--- config.mk ---
export PLATFORM = sky130hd
export DESIGN_NAME = fpu_operand_loader_flat
export DESIGN_NICKNAME = d
export VERILOG_FILES = /design/src/rtl/fpu_operand_loader_if.sv /design/src/rtl/fpu_operand_loader.sv /design/src/flat_wrapper.sv
export SDC_FILE = /design/constraint.sdc
export NUM_CORES = 1
export LEC_CHECK = 0
export BUFFER_PORTS_ARGS = -buffer_cell sky130_fd_sc_hd__buf_2
export CAP_MARGIN = 20
export CORE_ASPECT_RATIO = 1.25
export CORE_UTILIZATION = 42
export CTS_BUF_LIST = sky130_fd_sc_hd__clkbuf_8
export DETAILED_ROUTE_END_ITERATION = 10
export PLACE_DENSITY_LB_ADDON = 0.08
export SLEW_MARGIN = 20
export SYNTH_ARGS = -nofsm -noshare
export SYNTH_HDL_FRONTEND = slang
export SYNTH_SLANG_ARGS = --single-unit
--- constraint.sdc ---
create_clock -name clock100KHz -period 3.9 [get_ports clock100KHz]
set_clock_uncertainty 0.15 [all_clocks]
set_input_delay 0 -clock clock100KHz [delete_from_list [all_inputs] [get_ports clock100KHz]]
set_output_delay 0 -clock clock100KHz [all_outputs]
set_load 0.005 [all_outputs]
--- src/rtl/fpu_operand_loader_if.sv ---
// Signal bundle between the byte-serial operand loader and its surroundings:
// the upstream byte stream, the FPU operand/result wires and the result outputs.
interface fpu_operand_loader_if;
    logic [7:0]  byte_in;
    logic        byte_valid;
    logic        byte_ready;
    logic [31:0] op_A_out;
    logic [31:0] op_B_out;
    logic [31:0] fpu_data_in;
    logic [3:0]  fpu_status_in;
    logic [31:0] result_out;
    logic [3:0]  status_out;
    logic        status_err;
    logic        result_valid;
    logic        busy;

    // Environment side: byte source and FPU outputs.
    modport master (
        output byte_in,
        output byte_valid,
        output fpu_data_in,
        output fpu_status_in,
        input  byte_ready,
        input  op_A_out,
        input  op_B_out,
        input  result_out,
        input  status_out,
        input  status_err,
        input  result_valid,
        input  busy
    );

    // Loader side.
    modport slave (
        input  byte_in,
        input  byte_valid,
        input  fpu_data_in,
        input  fpu_status_in,
        output byte_ready,
        output op_A_out,
        output op_B_out,
        output result_out,
        output status_out,
        output status_err,
        output result_valid,
        output busy
    );
endinterface

--- src/rtl/fpu_operand_loader.sv ---
// Assembles two big-endian 32-bit operands from a byte stream, holds them on the
// FPU inputs for HOLD_CYCLES cycles, then captures the FPU result and status.
module fpu_operand_loader #(
    parameter int HOLD_CYCLES = 80
) (
    input  logic                 clock100KHz,
    input  logic                 reset,
    fpu_operand_loader_if.slave  bus
);

    typedef enum logic [2:0] {
        LOAD_A  = 3'd0,
        LOAD_B  = 3'd1,
        APPLY   = 3'd2,
        WAIT    = 3'd3,
        CAPTURE = 3'd4
    } state_t;

    state_t      state_reg;
    state_t      state_next;
    logic [2:0]  index_reg;
    logic [7:0]  count_reg;
    logic [63:0] shadow_bus;
    logic [31:0] op_a_reg;
    logic [31:0] op_b_reg;
    logic [31:0] result_reg;
    logic [3:0]  status_reg;
    logic        status_err_reg;
    logic        result_valid_reg;
    logic        status_err_next;

    logic        byte_ready_int;
    logic        busy_int;
    logic        load_ops;
    logic        capture;
    logic        accept;

    assign accept = bus.byte_valid && byte_ready_int;

    // State register.
    always_ff @(posedge clock100KHz or negedge reset) begin
        if (!reset) begin
            state_reg <= LOAD_A;
        end else begin
            state_reg <= state_next;
        end
    end

    // Next-state logic.
    always_comb begin
        state_next = state_reg;
        case (state_reg)
            LOAD_A:  if (accept && index_reg == 3'd3) state_next = LOAD_B;
            LOAD_B:  if (accept && index_reg == 3'd7) state_next = APPLY;
            APPLY:   state_next = WAIT;
            WAIT:    if (count_reg == 8'd0) state_next = CAPTURE;
            CAPTURE: state_next = LOAD_A;
            default: state_next = LOAD_A;
        endcase
    end

    // Output decode, purely from state.
    always_comb begin
        byte_ready_int = 1'b0;
        busy_int       = 1'b0;
        load_ops       = 1'b0;
        capture        = 1'b0;
        case (state_reg)
            LOAD_A, LOAD_B: byte_ready_int = 1'b1;
            APPLY: begin
                busy_int = 1'b1;
                load_ops = 1'b1;
            end
            WAIT:  busy_int = 1'b1;
            CAPTURE: begin
                busy_int = 1'b1;
                capture  = 1'b1;
            end
            default: begin
                byte_ready_int = 1'b0;
                busy_int       = 1'b0;
            end
        endcase
    end

    // Byte index wraps 7 -> 0 naturally, ready for the next pair.
    always_ff @(posedge clock100KHz or negedge reset) begin
        if (!reset) begin
            index_reg <= 3'd0;
        end else if (accept) begin
            index_reg <= index_reg + 3'd1;
        end
    end

    // One shadow byte lane per index; lane 0 is the MSB of operand A.
    generate
        for (genvar gi = 0; gi < 8; gi++) begin : g_lane
            logic [7:0] lane_reg;

            always_ff @(posedge clock100KHz or negedge reset) begin
                if (!reset) begin
                    lane_reg <= 8'd0;
                end else if (accept && index_reg == 3'(gi)) begin
                    lane_reg <= bus.byte_in;
                end
            end

            assign shadow_bus[63 - 8*gi -: 8] = lane_reg;
        end
    endgenerate

    always_ff @(posedge clock100KHz or negedge reset) begin
        if (!reset) begin
            op_a_reg <= 32'd0;
            op_b_reg <= 32'd0;
        end else if (load_ops) begin
            op_a_reg <= shadow_bus[63:32];
            op_b_reg <= shadow_bus[31:0];
        end
    end

    // Counter parks at zero outside WAIT so the reset value stays meaningful.
    always_ff @(posedge clock100KHz or negedge reset) begin
        if (!reset) begin
            count_reg <= 8'd0;
        end else if (load_ops) begin
            count_reg <= 8'(HOLD_CYCLES - 1);
        end else if (state_reg == WAIT && count_reg != 8'd0) begin
            count_reg <= count_reg - 8'd1;
        end
    end

    assign status_err_next = !((bus.fpu_status_in != 4'd0) &&
                               ((bus.fpu_status_in & (bus.fpu_status_in - 4'd1)) == 4'd0));

    always_ff @(posedge clock100KHz or negedge reset) begin
        if (!reset) begin
            result_reg       <= 32'd0;
            status_reg       <= 4'd0;
            status_err_reg   <= 1'b0;
            result_valid_reg <= 1'b0;
        end else begin
            result_valid_reg <= capture;
            if (capture) begin
                result_reg     <= bus.fpu_data_in;
                status_reg     <= bus.fpu_status_in;
                status_err_reg <= status_err_next;
            end
        end
    end

    assign bus.byte_ready   = byte_ready_int;
    assign bus.busy         = busy_int;
    assign bus.op_A_out     = op_a_reg;
    assign bus.op_B_out     = op_b_reg;
    assign bus.result_out   = result_reg;
    assign bus.status_out   = status_reg;
    assign bus.status_err   = status_err_reg;
    assign bus.result_valid = result_valid_reg;

endmodule

--- src/flat_wrapper.sv ---
// flat-port wrapper written by rule: the top's interface ports become plain ports
module fpu_operand_loader_flat 
#(
    parameter int HOLD_CYCLES = 80
)
  (clock100KHz, reset, bus_byte_in, bus_byte_valid, bus_fpu_data_in, bus_fpu_status_in, bus_byte_ready, bus_op_A_out, bus_op_B_out, bus_result_out, bus_status_out, bus_status_err, bus_result_valid, bus_busy);
  fpu_operand_loader_if bus_i ();
  input  logic clock100KHz;
  input  logic reset;
  input wire logic [$bits(bus_i.byte_in)-1:0] bus_byte_in;
  input wire logic [$bits(bus_i.byte_valid)-1:0] bus_byte_valid;
  input wire logic [$bits(bus_i.fpu_data_in)-1:0] bus_fpu_data_in;
  input wire logic [$bits(bus_i.fpu_status_in)-1:0] bus_fpu_status_in;
  output wire logic [$bits(bus_i.byte_ready)-1:0] bus_byte_ready;
  output wire logic [$bits(bus_i.op_A_out)-1:0] bus_op_A_out;
  output wire logic [$bits(bus_i.op_B_out)-1:0] bus_op_B_out;
  output wire logic [$bits(bus_i.result_out)-1:0] bus_result_out;
  output wire logic [$bits(bus_i.status_out)-1:0] bus_status_out;
  output wire logic [$bits(bus_i.status_err)-1:0] bus_status_err;
  output wire logic [$bits(bus_i.result_valid)-1:0] bus_result_valid;
  output wire logic [$bits(bus_i.busy)-1:0] bus_busy;
  assign bus_i.byte_in = bus_byte_in;
  assign bus_i.byte_valid = bus_byte_valid;
  assign bus_i.fpu_data_in = bus_fpu_data_in;
  assign bus_i.fpu_status_in = bus_fpu_status_in;
  assign bus_byte_ready = bus_i.byte_ready;
  assign bus_op_A_out = bus_i.op_A_out;
  assign bus_op_B_out = bus_i.op_B_out;
  assign bus_result_out = bus_i.result_out;
  assign bus_status_out = bus_i.status_out;
  assign bus_status_err = bus_i.status_err;
  assign bus_result_valid = bus_i.result_valid;
  assign bus_busy = bus_i.busy;
  fpu_operand_loader #(.HOLD_CYCLES(HOLD_CYCLES)) u_core (.clock100KHz(clock100KHz), .reset(reset), .bus(bus_i));
endmodule
==> qor.csv, run 1 <==
stage,metric,value,unit
clocking,Sink Count,180,
power_and_ir_drop,Logic pwr share,29.0,%
worst_setup_path,Critical Path RT,4080,ps
die,IO Pins,151,
run_status,status,"finished, final reports clean",
synth,Post-synth EDFFs,0,
synth,Yosys top cell area share,63.3,%
worst_setup_path,Critical Path Sink Type,flop,
route,vias post-DR,4414,
power_and_ir_drop,Cell Int Power,4.29,mW
clocking,CTS tree,done,
timing,Tightest Pin Transition,843,ps
synth,Mapped Area,7120,sq um
final_layout,fin util,54.5,%
clocking,Clock Tree Buf Depth,2,
die,die area,17500,sq um
power_and_ir_drop,pwr dens,684,nW/um^2
die,Row Count,52,
global_route,Congestion Overflow GR,0,
synth,syn_area_per_cell,15.5,sq um
timing,post-route clock period utilization,64.2,%
synth,main flop type after synthesis,dfrtp_1,
flow_run,maxcap violations,0,
final_layout,Layout Nets,710,
final_layout,ant diodes,0,
global_route,wire length of the first global-routing pass,24600,um
clocking,total CTS buffers,17,
synth,"Net Count, Synth",513,
route,Final ANT Viol Nets,0,
synth,Synth Instances,458,
route,number of remaining DRC errors,0,
placement,HPWL after DPL,9730,um
worst_setup_path,CP Class,flop to flop,
synth,sequential-to-total area share from yosys stat,63.3,%
worst_hold_path,Hold/Removal Path Class,primary input to asynchronous set/reset pin,
worst_setup_path,FF-to-FF setup slack,1390,ps
route,routed len/inst,16.7,um
die,Die Y,148,um
final_layout,share of layout cells above drive strength 1,46.0,%
clocking,"Clk Latency, worst-skew pair",450,ps
timing,"Setup violations, final",0,
synth,Synth cell types,45,
synth,Yosys top cell by area,dfrtp_1,
die,Core Region,16400,sq um
worst_setup_path,Crit. Startpoint,u_core.state_reg[1],
global_route,initial antenna violation count,0,
route,total wire length,14800,um
synth,Ys Warns,0,
synth,"top cells by count, synth","180 x dfrtp_1, 116 x mux2_2, 48 x mux2_1",
synth,Synth Register Bits,180,
global_route,number of global-route vias before repair,4623,
timing,RSZ-0062 raised after global routing,no,
route,Iteration-0 DRC Markers,171,
power_and_ir_drop,Leakage,4.40,nW
worst_setup_path,Reg2Reg Depth,4,
die,Die Width,118,um
timing,final hold vios,0,
worst_setup_path,crit-path max FO,20,
die,Initial Util,43.4,%
synth,ys async rst share,100,%
worst_setup_path,worst path arrival time,2690,ps
power_and_ir_drop,Net Sw Frac,29.8,%
power_and_ir_drop,Seq pwr share,50.6,%
clocking,CTS Root Cell,clkbuf_8,
timing,Fmax,399,MHz
synth,most common cell in the netlist,dfrtp_1,
power_and_ir_drop,maximum resistive drop on vdd,0.306,mV
global_route,GRT Overall Usage,18.2,%
final_layout,area growth from synthesis to layout,25.7,%
timing,Slew headroom,43.8,%
worst_setup_path,Startpoint Class,flop,
route,DR pass1 iterations,4,
worst_setup_path,critical path endpoint,u_core.bus.op_B_out[27],
final_layout,Largest register FFs,64,
timing,min Tclk post-route,2510,ps
worst_setup_path,reg2reg start,u_core.state_reg[1],
placement,IO buf count,150,
timing,pins over their slew limit,0,
global_route,pin count of the biggest net entering global routing,94,
timing,setup_tns,0,ps
placement,gp weighted congestion,0.762,
clocking,Worst-path clk slew,90,ps
worst_setup_path,reg-to-reg endpoint,u_core.bus.op_B_out[27],
power_and_ir_drop,net switching power,1.82,mW
clocking,htree depth,4,
power_and_ir_drop,clock group share of total power,20.4,%
synth,Synth area leaders,"dfrtp_1 63%, mux2_2 18%, mux2_1 7.6%",
route,vias per inst,4.99,
## placed cells by master, fill, tap and decap left out, types with 3 or more instances in the layout
master | synthesis | routed
inv_1 | 10 | 12
o41ai_1 | 3 | 3
and4b_1 | 3 | 3
ha_1 | 8 | 8
o21ai_0 | 8 | 8
clkinv_4 | 0 | 3
mux2_2 | 116 | 116
nand3_1 | 5 | 5
nor4_1 | 4 | 4
a21oi_1 | 4 | 4
clkinv_2 | 0 | 3
clkbuf_8 | 0 | 19
nor2_1 | 8 | 7
dfrtp_1 | 180 | 180
dlygate4sd3_1 | 0 | 46
mux2_1 | 48 | 48
buf_2 | 12 | 149
nand2_1 | 4 | 4
## metal layers
| layer | wire length, um | part of all wire [%] | global-route usage, % |
|---|---|---|---|
| met2 | 7410 | 50 | 30.3 |
| met4 | 218 | 1.5 | 6.14 |
| met5 | 0 | 0 | 0 |
| met1 | 6430 | 43 | 23.0 |
| met3 | 749 | 5.1 | 4.90 |
## worst max-delay path, stage by stage (launching register included)
cell      delay [ps]
dfrtp_1          580
nand2b_1         290
nor2_4           580
buf_4            410
mux2_2           380
## power by group through the flow
stage          clock network (mW)  logic, mW  registers [mW]
6_report                     1.25       1.77            3.09
4_1_cts                      1.30       1.81            3.11
3_3_place_gp                    0       1.72            3.11
2_1_floorplan                   0       1.09            3.04
3_5_place_dp                    0       1.77            3.14
5_1_grt                      1.38       1.96            3.21
## area by class of cell
class,instances,area (sq um)
Fill cell,1405,7450
Sequential cell,180,4500
Multi-Input combinational cell,246,2460
Timing Repair Buffer,200,1270
Tap cell,216,270
Clock buffer,19,262
Clock inverter,13,134
Inverter,10,37.5
## metrics by stage
| step | setup slack (ps) | std cells | hold WS, ps | instance area [sq um] | power (mW) |
|---|---|---|---|---|---|
| 2_1_floorplan | 2070 | 458 | -446 | 7120 | 4.14 |
| 3_3_place_gp | 1470 | 806 | -28.8 | 8090 | 4.83 |
| 3_5_place_dp | 1360 | 806 | -11.6 | 8090 | 4.92 |
| 4_1_cts | 1350 | 884 | 57.1 | 8940 | 6.22 |
| 5_1_grt | 1220 | 884 | 91.5 | 8940 | 6.55 |
| 6_report | 1390 | 884 | 40.7 | 8940 | 6.12 |
## worst min path at each step
stage / startpoint / endpoint / slack, ps / cells after the start
final: reset / u_core.g_lane[7].lane_reg[1] / 40 / 2
after global routing: reset / u_core.g_lane[0].lane_reg[6] / 90 / 2
after CTS: reset / u_core.g_lane[0].lane_reg[6] / 60 / 2
after detailed placement: reset / u_core.g_lane[0].lane_reg[6] / -10 / 1
after global placement: reset / u_core.bus.op_A_out[26] / -30 / 1
after floorplan: reset / u_core.bus.op_A_out[0] / -450 / 0
## repair_timing
item,CTS,global route
hold buffers,46,0
buffers inserted,0,0
endpoints found under the setup margin,0,0
endpoints found under the hold margin,192,0
resized for setup,0,0
## cells by family (layout without fill, tap and decap cells)
family                     count (synthesis)  after routing  share of synthesized area, %
and+or+nand+nor                           43             43                          3.92
DFF                                      180            180                          63.3
xor gates and xnor gates                   2              2                         0.246
muxes                                    165            165                          26.1
buffers and inverters                     32            242                          2.27
AOI/OAI and AO/OA                         28             28                          2.76
adders and majority gates                  8              8                          1.41
Power figures use the tool's default switching activity.
==> run 2: changes to the inputs <==
==> constraint.sdc (replaced) <==
create_clock -name clock100KHz -period 2.3 [get_ports clock100KHz]
set_clock_uncertainty 0.15 [all_clocks]
set_input_delay 0 -clock clock100KHz [delete_from_list [all_inputs] [get_ports clock100KHz]]
set_output_delay 0 -clock clock100KHz [all_outputs]
set_load 0.005 [all_outputs]
==> qor.csv, run 2 (same netlist as run 1, synthesis figures left out) <==
stage,metric,value,unit,change
run_status,status,"finished, final reports clean",,
die,die area,17500,sq um,unchanged
die,Die Y,148,um,unchanged
final_layout,Largest register FFs,64,,unchanged
clocking,"Clk Latency, worst-skew pair",440,ps,about the same
timing,RSZ-0062 raised after global routing,no,,
route,Final ANT Viol Nets,0,,unchanged
route,routed len/inst,16.7,um,-0.36%
global_route,initial antenna violation count,0,,unchanged
route,DR pass1 iterations,5,,+1
global_route,pin count of the biggest net entering global routing,63,,-33%
placement,IO buf count,150,,unchanged
clocking,CTS Root Cell,clkbuf_8,,
clocking,Post-CTS Setup Bufs,0,,unchanged
power_and_ir_drop,Net Sw Frac,29.1,%,-0.70 points
timing,post-route clock period utilization,88.4,%,+24 points
worst_setup_path,crit-path max FO,21,,+5.0%
worst_setup_path,Critical Path Sink Type,flop,,
global_route,GRT Overall Usage,18.4,%,+0.17 points
clocking,Worst-path clk slew,90,ps,about the same
power_and_ir_drop,Seq pwr share,49.2,%,-1.4 points
die,Die Width,118,um,unchanged
worst_hold_path,Hold/Removal Path Class,primary input to flop,,
die,Initial Util,43.4,%,unchanged
worst_setup_path,CP Class,flop to flop,,
placement,HPWL after DPL,9970,um,+2.5%
timing,pins over their slew limit,0,,unchanged
global_route,wire length of the first global-routing pass,24800,um,+0.90%
worst_setup_path,worst path arrival time,2220,ps,-470 ps
power_and_ir_drop,Leakage,4.45,nW,+1.2%
timing,Slew headroom,57.9,%,+14 points
die,Core Region,16400,sq um,unchanged
power_and_ir_drop,Tot Pwr,10.7,mW,+74%
timing,final hold vios,0,,unchanged
route,total wire length,14900,um,+0.54%
timing,setup_tns,0,ps,unchanged
power_and_ir_drop,clock group share of total power,22.2,%,+1.8 points
timing,Fmax,492,MHz,+23%
final_layout,share of layout cells above drive strength 1,46.6,%,+0.64 points
global_route,number of global-route vias before repair,4724,,+2.2%
worst_hold_path,Hold Path Depth,3,,
power_and_ir_drop,maximum resistive drop on vdd,0.371,mV,+21%
worst_setup_path,Reg2Reg Depth,4,,unchanged
clocking,total CTS buffers,17,,unchanged
route,vias per inst,4.99,,-0.16%
placement,gp weighted congestion,0.802,,+5.2%
power_and_ir_drop,Logic pwr share,28.6,%,-0.4 points
power_and_ir_drop,net switching power,3.10,mW,+70%
global_route,Congestion Overflow GR,0,,unchanged
timing,min Tclk post-route,2030,ps,-472 ps
die,Row Count,52,,unchanged
route,vias post-DR,4447,,+0.75%
flow_run,maxcap violations,0,,unchanged
final_layout,Layout Nets,718,,+1.1%
clocking,htree depth,4,,unchanged
final_layout,most frequent cells in the layout,"180 x dfrtp_1, 149 x buf_2, 116 x mux2_2",,
worst_setup_path,Startpoint Class,flop,,
clocking,CTS tree,done,,
clocking,Clock Tree Buf Depth,2,,unchanged
power_and_ir_drop,pwr dens,1170,nW/um^2,+72%
timing,"Setup violations, final",0,,unchanged
route,number of remaining DRC errors,0,,unchanged
final_layout,area growth from synthesis to layout,27.5,%,
final_layout,fin util,55.3,%,+0.81 points
worst_setup_path,Critical Path RT,2480,ps,-1600 ps
timing,hold slack final,160,ps,+120 ps
power_and_ir_drop,Cell Int Power,7.56,mW,+76%
final_layout,"most common cell after layout, fill and taps aside",dfrtp_1,,
clocking,Sink Count,180,,unchanged
die,IO Pins,151,,unchanged
final_layout,ant diodes,0,,unchanged
route,Iteration-0 DRC Markers,179,,+4.7%
timing,Tightest Pin Transition,625,ps,-218 ps
[run 2: cell count changes in the layout (fill, tap and decap cells not counted), sizes merged]
cell	change
bufinv	+2
inv	-2
clkinvlp	+2
clkinv	-3
clkbuf	+1
dlygate4sd3	+1
buf	+7
[run 2: power groups by stage]
| stage | registers (mW) | logic, mW | clock network (mW) |
|---|---|---|---|
| floorplan | 5.16 | 1.86 | 0 |
| global placement | 5.27 | 2.94 | 0 |
| detailed placement | 5.32 | 3.04 | 0 |
| CTS | 5.27 | 3.11 | 2.46 |
| global route | 5.45 | 3.36 | 2.59 |
| finish | 5.25 | 3.04 | 2.37 |
[run 2: stage by stage]
step | area (sq um) | setup slack (ps) | std cells
global placement | 8150 | 358 | 813
floorplan | 7120 | 467 | 458
CTS | 9070 | 261 | 892
finish | 9070 | 266 | 892
global route | 9070 | 161 | 892
detailed placement | 8150 | 291 | 813
[run 2: repair_timing]
action                    CTS  global route
hold buffers               47             0
resized for setup           0             0
hold endpoints to repair  285             0
[run 2: routing by layer]
metal | share of wire, % | global-route usage [%]
met1 | 43 | 22.5
met2 | 51 | 31.8
met5 | 0 | 0
met4 | 1.3 | 5.63
met3 | 4.6 | 4.75
[run 2: final timing paths]
check / slack, ps / start / end
max: 270 / u_core.state_reg[1] / u_core.bus.op_B_out[23]
min: 160 / bus_fpu_data_in[4] / u_core.bus.result_out[4]
max reg2reg: 270 / u_core.state_reg[1] / u_core.bus.op_B_out[23]
min reg2reg: 330 / u_core.bus.op_A_out[26] / u_core.bus.op_A_out[26]
max in group asynchronous: 800 / reset / u_core.bus.result_out[30]
min in group asynchronous: 510 / reset / u_core.bus.op_A_out[25]
[run 2: critical path: stages, from the launching register on]
cell,delay [ps]
dfrtp_1,590
nand2b_1,300
nor2_4,190
buf_4,300
mux2_2,380
[run 2: layout make-up]
type	instances	area, sq um
flip-flops and latches	180	4500
clock inverters	12	178
fillers	1409	7320
well taps	216	270
repair buffers	208	1350
multi-input cells	246	2460
clock buffers	20	275
inverters	10	37.5
==> run 3: changes to the inputs <==
--- a/config.mk
+++ b/config.mk
@@ -8,6 +8,7 @@
 export BUFFER_PORTS_ARGS = -buffer_cell sky130_fd_sc_hd__buf_2
 export CAP_MARGIN = 20
 export CORE_ASPECT_RATIO = 1.25
+export CORE_MARGIN = 2
 export CORE_UTILIZATION = 42
 export CTS_BUF_LIST = sky130_fd_sc_hd__clkbuf_8
 export DETAILED_ROUTE_END_ITERATION = 10
==> qor.csv, run 3 (same netlist as run 1, synthesis figures left out) <==
stage,metric,value,unit,change
run_status,status,"finished, final reports clean",,
worst_hold_path,Hold/Removal Path Class,primary input to flop,,
final_layout,"most common cell after layout, fill and taps aside",dfrtp_1,,
worst_setup_path,CP Class,flop to flop,,
timing,RSZ-0062 raised after global routing,no,,
power_and_ir_drop,pwr dens,1160,nW/um^2,-1.5%
worst_setup_path,Startpoint Class,flop,,
worst_setup_path,worst path arrival time,2250,ps,+30 ps
timing,Fmax,487,MHz,-1.0%
worst_setup_path,Critical Path Sink Type,flop,,
timing,final hold vios,0,,unchanged
worst_setup_path,FF-to-FF setup slack,250,ps,-20 ps
timing,min Tclk post-route,2050,ps,+21.0 ps
clocking,"Clk Latency, worst-skew pair",450,ps,about the same
global_route,wire length of the first global-routing pass,24400,um,-1.4%
clocking,CTS tree,done,,
timing,post-route clock period utilization,89.3,%,+0.91 points
die,Core Region,16700,sq um,+1.9%
global_route,met3 Use GR,4.50,%,-0.25 points
power_and_ir_drop,maximum resistive drop on vdd,0.429,mV,+16%
die,die area,18000,sq um,+3.1%
route,DR pass1 iterations,4,,-1
timing,setup_tns,0,ps,unchanged
clocking,CTS Root Cell,clkbuf_8,,
flow_run,maxcap violations,0,,unchanged
final_layout,area growth from synthesis to layout,27.3,%,
final_layout,share of layout cells above drive strength 1,46.5,%,-0.089 points
route,vias post-DR,4421,,-0.58%
placement,gp weighted congestion,0.775,,-3.3%
die,Row Count,53,,+1.9%
global_route,grt met1 use,22.5,%,-0.085 points
global_route,busiest grt layer,met2,,
route,total wire length,15200,um,+1.9%
final_layout,most frequent cells in the layout,"180 x dfrtp_1, 149 x buf_2, 116 x mux2_2",,
global_route,GRT Overall Usage,17.8,%,-0.57 points
route,routed len/inst,17.0,um,+1.8%
timing,Slew headroom,60.4,%,+2.4 points
timing,"Setup violations, final",0,,unchanged
route,number of remaining DRC errors,0,,unchanged
die,IO Pins,151,,unchanged
final_layout,Filler cells,1464,,+3.9%
clocking,Post-CTS Setup Bufs,0,,unchanged
die,Die Width,120,um,+1.7%
global_route,number of global-route vias before repair,4668,,-1.2%
die,Initial Util,42.6,%,-0.82 points
clocking,total CTS buffers,17,,unchanged
global_route,GR Util met2,30.1,%,-1.7 points
worst_setup_path,Critical Path RT,2490,ps,about the same
placement,HPWL after DPL,9710,um,-2.6%
route,Final ANT Viol Nets,0,,unchanged
worst_setup_path,crit-path max FO,37,,+76%
final_layout,post-route design area,9060,sq um,-0.19%
global_route,Congestion Overflow GR,0,,unchanged
timing,Tightest Pin Transition,589,ps,-36.3 ps
placement,area post-placement,8160,sq um,about the same
clocking,htree depth,4,,unchanged
clocking,Worst-path clk slew,100,ps,about the same
route,Iteration-0 DRC Markers,204,,+14%
final_layout,Layout Nets,716,,-0.28%
global_route,pin count of the biggest net entering global routing,56,,-11%
die,Die Y,150,um,+1.4%
final_layout,Largest register FFs,64,,unchanged
final_layout,ant diodes,0,,unchanged
power_and_ir_drop,Leakage,4.44,nW,-0.20%
clocking,Clock Tree Buf Depth,2,,unchanged
timing,pins over their slew limit,0,,unchanged
placement,IO buf count,150,,unchanged
route,vias per inst,4.95,,-0.70%
global_route,initial antenna violation count,0,,unchanged
power_and_ir_drop,Tot Pwr,10.5,mW,-1.7%
clocking,Sink Count,180,,unchanged
run 3: layer usage:
layer,wire (um),up-vias
met1,6610,2244
met4,176,0
li1,-,2048
met3,646,12
met2,7720,117
met5,0,-
run 3: path summary, 6_finish.rpt:
path / start / end / cells past startpoint
hold reg to reg: u_core.g_lane[1].lane_reg[2] / u_core.bus.op_A_out[18] / 1
hold / removal: bus_fpu_data_in[19] / u_core.bus.result_out[19] / 3
setup / recovery: u_core.state_reg[1] / u_core.bus.op_A_out[4] / 4
setup reg to reg: u_core.state_reg[1] / u_core.bus.op_A_out[4] / 4
max in group asynchronous: reset / u_core.bus.result_out[8] / 4
min in group asynchronous: reset / u_core.bus.op_A_out[25] / 4
run 3: repair_timing:
| item | 4_1_cts | 5_1_grt |
|---|---|---|
| resized for setup | 0 | 0 |
| hold endpoints to repair | 285 | 0 |
| hold buffers | 48 | 0 |
run 3: critical path, stage by stage, from the launching register on:
cell	delay [ps]
dfrtp_1	590
nand2b_1	320
nor2_4	230
buf_12	240
mux2_2	370
run 3: area by class of cell:
| type | count | area [sq um] | share of cell area (%) |
|---|---|---|---|
| Clock inverter | 11 | 125 | 1.38 |
| Sequential cell | 180 | 4500 | 49.7 |
| Tap cell | 220 | 275 | 3.04 |
| Clock buffer | 20 | 275 | 3.04 |
| Timing Repair Buffer | 206 | 1380 | 15.2 |
| Inverter | 10 | 37.5 | 0.414 |
| Multi-Input combinational cell | 246 | 2460 | 27.2 |
run 3: power by group:
group | switching, mW | internal, mW
clock network | 1.11 | 1.05
logic | 1.27 | 1.81
registers | 0.742 | 4.49
run 3: metrics by stage:
stage / worst slack, ps / hold WS (ps) / utilization [%] / instances
3_3_place_gp: 355 / -183 / 48.8 / 814
6_report: 245 / 154 / 54.2 / 893
2_1_floorplan: 467 / -446 / - / 458
4_1_cts: 250 / 110 / 54.2 / 893
5_1_grt: 110 / 132 / 54.2 / 893
3_5_place_dp: 258 / -176 / 48.8 / 814
